`src/rtl/exu_cp0_seq.sv`:
```
// CP0 CSR sequencer: runs one CSRRW/CSRRS/CSRRC op through CSR/PRF read, execute and writeback.
// Latency: wb 3 cycles after accept with EXU_CP0_SEQ_SERIALIZE_EN (waits to be oldest), else 2.
// Backpressure: none; ops offered while cp0_seq_busy is high are dropped, the issuer must hold off.
module exu_cp0_seq (
    input  logic        clk,
    input  logic        rst_clk,
    input  logic        rtu_global_flush,
    input  logic        cp0_vld,
    input  logic [4:0]  cp0_iid,
    input  logic [6:0]  cp0_opcode,
    input  logic        cp0_psrc1_vld,
    input  logic [5:0]  cp0_psrc1,
    input  logic        cp0_imm_vld,
    input  logic [63:0] cp0_imm,
    input  logic [4:0]  rtu_cp0_oldest_iid,
    output logic        cp0_prf_rd_vld,
    output logic [5:0]  cp0_prf_rd_preg,
    input  logic [63:0] prf_cp0_rdata,
    output logic        cp0_csr_rd_vld,
    output logic [11:0] cp0_csr_addr,
    input  logic [63:0] csr_cp0_rdata,
    output logic        cp0_csr_wr_vld,
    output logic [63:0] cp0_csr_wdata,
    output logic        cp0_wb_vld,
    output logic [4:0]  cp0_wb_iid,
    output logic [63:0] cp0_wb_data,
    output logic        cp0_wb_exc,
    output logic        cp0_seq_busy
);

    localparam logic [1:0] IDLE = 2'd0;
    localparam logic [1:0] WAIT = 2'd1;
    localparam logic [1:0] RD   = 2'd2;
    localparam logic [1:0] EXE  = 2'd3;

    localparam logic [6:0] OP_CSRRW = 7'h01;
    localparam logic [6:0] OP_CSRRS = 7'h02;
    localparam logic [6:0] OP_CSRRC = 7'h03;

`ifdef EXU_CP0_SEQ_SERIALIZE_EN
    localparam logic [1:0] FIRST = WAIT;
`else
    localparam logic [1:0] FIRST = RD;
`endif

    logic [1:0]  state;
    logic [4:0]  iid_q;
    logic [6:0]  opcode_q;
    logic        psrc1_vld_q;
    logic [5:0]  psrc1_q;
    logic [16:0] imm_q;

    logic        live;
    logic        legal;
    logic        set_or_clr;
    logic [63:0] operand;
    logic [63:0] wdata;

    // Only imm[16:0] carries meaning (CSR address and 5-bit immediate operand).
`ifdef EXU_CP0_SEQ_SERIALIZE_EN
    logic unused_in;
    assign unused_in = ^{cp0_imm_vld, cp0_imm[63:17]};
`else
    logic unused_in;
    assign unused_in = ^{cp0_imm_vld, cp0_imm[63:17], rtu_cp0_oldest_iid};
`endif

    always_ff @(posedge clk) begin
        if (!rst_clk) begin
            state       <= IDLE;
            iid_q       <= 5'd0;
            opcode_q    <= 7'd0;
            psrc1_vld_q <= 1'b0;
            psrc1_q     <= 6'd0;
            imm_q       <= 17'd0;
        end else if (rtu_global_flush) begin
            state <= IDLE;
        end else begin
            case (state)
                IDLE: begin
                    if (cp0_vld) begin
                        iid_q       <= cp0_iid;
                        opcode_q    <= cp0_opcode;
                        psrc1_vld_q <= cp0_psrc1_vld;
                        psrc1_q     <= cp0_psrc1;
                        imm_q       <= cp0_imm[16:0];
                        state       <= FIRST;
                    end
                end
`ifdef EXU_CP0_SEQ_SERIALIZE_EN
                WAIT: begin
                    if (rtu_cp0_oldest_iid == iid_q) begin
                        state <= RD;
                    end
                end
`endif
                RD:      state <= EXE;
                EXE:     state <= IDLE;
                default: state <= IDLE;
            endcase
        end
    end

    assign live       = rst_clk & ~rtu_global_flush;
    assign legal      = (opcode_q == OP_CSRRW) | (opcode_q == OP_CSRRS) | (opcode_q == OP_CSRRC);
    assign set_or_clr = (opcode_q == OP_CSRRS) | (opcode_q == OP_CSRRC);
    assign operand    = psrc1_vld_q ? prf_cp0_rdata : {59'd0, imm_q[16:12]};

    always_comb begin
        wdata = 64'd0;
        case (opcode_q)
            OP_CSRRW: wdata = operand;
            OP_CSRRS: wdata = csr_cp0_rdata | operand;
            OP_CSRRC: wdata = csr_cp0_rdata & ~operand;
            default:  wdata = 64'd0;
        endcase
    end

    // Set/clear with a zero operand reads the CSR but must not write it.
    assign cp0_csr_rd_vld  = live & (state == RD) & legal;
    assign cp0_prf_rd_vld  = live & (state == RD) & legal & psrc1_vld_q;
    assign cp0_csr_wr_vld  = live & (state == EXE) & legal & ~(set_or_clr & (operand == 64'd0));
    assign cp0_wb_vld      = live & (state == EXE);

    assign cp0_prf_rd_preg = cp0_prf_rd_vld ? psrc1_q : 6'd0;
    assign cp0_csr_addr    = (cp0_csr_rd_vld | cp0_csr_wr_vld) ? imm_q[11:0] : 12'd0;
    assign cp0_csr_wdata   = cp0_csr_wr_vld ? wdata : 64'd0;
    assign cp0_wb_iid      = cp0_wb_vld ? iid_q : 5'd0;
    assign cp0_wb_data     = (cp0_wb_vld & legal) ? csr_cp0_rdata : 64'd0;
    assign cp0_wb_exc      = cp0_wb_vld & ~legal;
    assign cp0_seq_busy    = rst_clk & (state != IDLE);

endmodule

```
`config.mk`:
```
export PLATFORM = sky130hd
export DESIGN_NAME = exu_cp0_seq
export DESIGN_NICKNAME = d
export VERILOG_FILES = /design/src/rtl/exu_cp0_seq.sv
export SDC_FILE = /design/constraint.sdc
export NUM_CORES = 1
export LEC_CHECK = 0
export ABC_AREA = 1
export BUFFER_PORTS_ARGS = -buffer_cell sky130_fd_sc_hd__clkbuf_2
export CAP_MARGIN = 10
export CELL_PAD_IN_SITES_DETAIL_PLACEMENT = 0
export CELL_PAD_IN_SITES_GLOBAL_PLACEMENT = 2
export CORE_MARGIN = 2
export CORE_UTILIZATION = 14
export DETAILED_ROUTE_END_ITERATION = 10
export GPL_TIMING_DRIVEN = 0
export HOLD_SLACK_MARGIN = 0.15
export PLACE_DENSITY = 0.77
export SLEW_MARGIN = 15
export SYNTH_ARGS = -nofsm -noshare
export SYNTH_HDL_FRONTEND = slang
export SYNTH_SLANG_ARGS = --single-unit
```
`constraint.sdc`:
```
create_clock -name clk -period 1.8 [get_ports clk]
set_input_delay 0.09 -clock clk [delete_from_list [all_inputs] [get_ports clk]]
set_output_delay 0.09 -clock clk [all_outputs]
set_load 0.1 [all_outputs]
```
==> impl_metrics.tcl <==
set metrics [dict create \
    outcome "finished, violations left" \
    violations "negative setup slack" \
    numCtsBuffers 5 \
    nets 1326 \
    powerDensity_nw_per_um2 293.7 \
    grt_max_degree 12 \
    avgRoutedWirePerCell_um 19.02 \
    drtIter0Drc 267 \
    tightest_slew_ns 0.5697 \
    drv_slew 0 \
    async_reset_ff_frac 0 \
    cp-end-kind "primary output" \
    synth_compound_area_frac 0.2879 \
    synth_ff_type "dfxtp_1" \
    cp.required_ns 1.71 \
    synth_cells 703 \
    setup_ws_ns -0.7585 \
    internal_power_uw 2014 \
    final_cell_area_um2 10600 \
    die_area_um2 27130 \
    synth-edff-count 0 \
    comb_power_share 0.381 \
    synth_simple_gate_area_frac 0.3270 \
    slew_headroom 0.6218 \
    place_congestion 0.7914 \
    synth_area_um2 3616 \
    synthAdderAreaFrac 0 \
    whs_endpoint "imm_q[6]" \
    final.fill_count 2503 \
    synth_top_family_by_area "simple AND/OR/NAND/NOR gates" \
    io_buffers 323 \
    reg2regPathDepth 5 \
    cp_top_family "buffers and inverters" \
    htreeDepth 2 \
    clk_root_buffer_cell "clkbuf_16" \
    cp_slowest_cell "dfxtp_2" \
    finalHoldViolCount 0 \
    fin_crit_ns 2.558 \
    grt_pass1_wl_um 37660 \
    place_inst 1356 \
    reg2reg_from "state[1]" \
    hold_class "primary input to register" \
    r2r_end "psrc1_q[0]" \
    cts_tree "yes" \
    tns_ns -81.07 \
    crit_buf_inv 7 \
    coreArea_um2 25250 \
    syn_nets 924 \
    fin_skew_ns 0.006205 \
    cts.reportedPaths.clkPinSlew_ns 0.06 \
    hold_depth 3 \
    grt.overflow.total 0 \
    ys_top_cells_by_area "o21ai_0 22%, dfxtp_1 21%, nor2_1 19%, nand2_1 11%, inv_1 11%" \
    synthMuxAreaShare 0 \
    grt_pass1_vias 6122 \
    fin_util 0.4199 \
    fmax_mhz 390.9 \
    cts_sinks 38 \
    ir_worst_vdd_mv 0.5824 \
    rsz0062_at_grt "true" \
    r2r_slack_ns -0.13 \
    final_cells 1436 \
    maxCapViolCount 0 \
    min_from "cp0_imm[6]" \
    insertedDiodeCount 0 \
    route.detailed.drc 0 \
    drtAntennaViolNets 0 \
    crit_fanout 10 \
    grt_antenna_before_repair 0 \
    insertion_delay_ns 0.29 \
    syn_area_per_cell_um2 5.144 \
    critPathMaxStageDelay_ns 0.31 \
    yosysMostFrequentCell "nor2_1" \
    via_count 6071 \
    p_clk_frac 0.321 \
    startpoint "psrc1_vld_q" \
    yosysTopAreaCell "o21ai_0" \
    p_sw_uw 1100 \
    path_class "register to primary output" \
    hold_slack_ns 0.1824 \
    ys_types 21 \
    p_leak_uw 0.004612 \
    synth-xor-area-share 0 \
    worstPathArrival_ns 2.47 \
    pin_count 378 \
    synth_top_cell_area_share 0.2159 \
    clockBufferDepth 2 \
    seq_power_share 0.298 \
    synth_seq_cells 38 \
    firstDrtPassIters 4 \
    synth_warnings 0 \
    post_dp_cell_area_um2 6245 \
    wl_um 27310 \
    start_kind "register" \
    setup_violations 166 \
    via_per_inst 4.228 \
    fin_crit_sh 1.421 \
    num_rows 58 \
    yosys-top-cells-count "186 x nor2_1, 156 x o21ai_0, 110 x nand2_1, 103 x inv_1, 45 x a21oi_1" \
    chipHeight_um 164.7 \
    dieWidth_um 164.7 \
    cp_cell_sequence "buf_6, buf_12, buf_12, nand2_4, nand2_1, nor2_1, nand2_1, nor2_1, nand3_1, o21bai_4, buf_6, buf_12, buf_12, nor2_4, clkbuf_8" \
    hpwl_um 19390 \
    drive_above_1_share 0.5371 \
    area_growth_pct 193.3 \
    initial_core_util 0.1432 \
    crit_top_cell "buf_12" \
    netSwitchingFraction 0.3532 \
    grt_usage 0.1879 \
    yosysSeqAreaShare 0.2104 \
]
-- cell type report --
cell class                 count  area (um^2)  share of cell area
timing repair buffer         395         4825              0.4550
multi-input combinational    514         3478              0.3280
sequential                    38        764.5             0.07209
buffer                        47        556.8             0.05251
tap                          330        412.9             0.03894
inverter                     104        404.1             0.03811
clock buffer                   7        132.6             0.01251
clock inverter                 1        30.03            0.002832
-- power groups by stage --
stage | logic (uW) | registers, uW | clock network, uW
6_report | 1190 | 928 | 999
3_3_place_gp | 897 | 939 | 0
2_1_floorplan | 495 | 934 | 0
4_1_cts | 1080 | 923 | 1030
5_1_grt | 1300 | 933 | 1050
3_5_place_dp | 903 | 940 | 0
-- cell usage in the layout (no fill, tap or decap), drive strengths merged --
master,count
clkbuf,345
nor2,186
or2,2
nand2,110
dlygate4sd3,36
nor4,1
dfxtp,38
nand4,2
clkinv,1
buf,68
nor3,4
a31oi,3
o21ai,157
inv,100
nand3,3
a21oi,45
clkinvlp,3
bufinv,1
o21bai,1
-- flip-flops by register name, summed over array words and instances (netlist names) --
name	flops
iid_q	5
imm_q	17
opcode_q	7
psrc1_q	6
psrc1_vld_q	1
state	2
-- cells by family after synthesis --
group,count (synthesis)
and+or+nand+nor,308
DFF,38
AOI/OAI and AO/OA,206
buffers and inverters,151
-- tightest hold or removal path, stage by stage --
cell and delay, ns:
clkbuf_2 0.07, o21ai_0 0.13, a21oi_1 0.13
-- per-stage QoR --
stage,worst slack (ns),total power (uW)
2_1_floorplan,-1.329,1429
3_3_place_gp,-1.391,1836
3_5_place_dp,-1.468,1843
4_1_cts,-0.8364,3026
5_1_grt,-0.8563,3290
6_report,-0.7585,3114
-- per-layer routing --
metal	GRT usage	routed length [um]	vias to the layer above
li1	-	-	3007
met1	0.2104	10690	2778
met2	0.3652	14160	258
met3	0.03842	1955	28
met4	0.03518	500	0
met5	0	0	-
-- what timing repair did --
item / CTS / global route
hold endpoints to repair: 35 / 0
hold buffers: 36 / 0
cloned: 7 / 4
buffers inserted: 21 / 5
gates resized for setup: 549 / 160
pin swaps: 13 / 10
endpoints found under the setup margin: 164 / 190
-- how the worst max path moves through the flow --
stage	end	cells past startpoint
2_1_floorplan	cp0_wb_data[13]	8
3_3_place_gp	cp0_wb_data[42]	8
3_5_place_dp	cp0_wb_data[42]	8
4_1_cts	cp0_csr_wdata[53]	15
5_1_grt	cp0_csr_wr_vld	15
6_report	cp0_csr_wdata[53]	15
No activity file was read; power rests on OpenSTA's default activity.
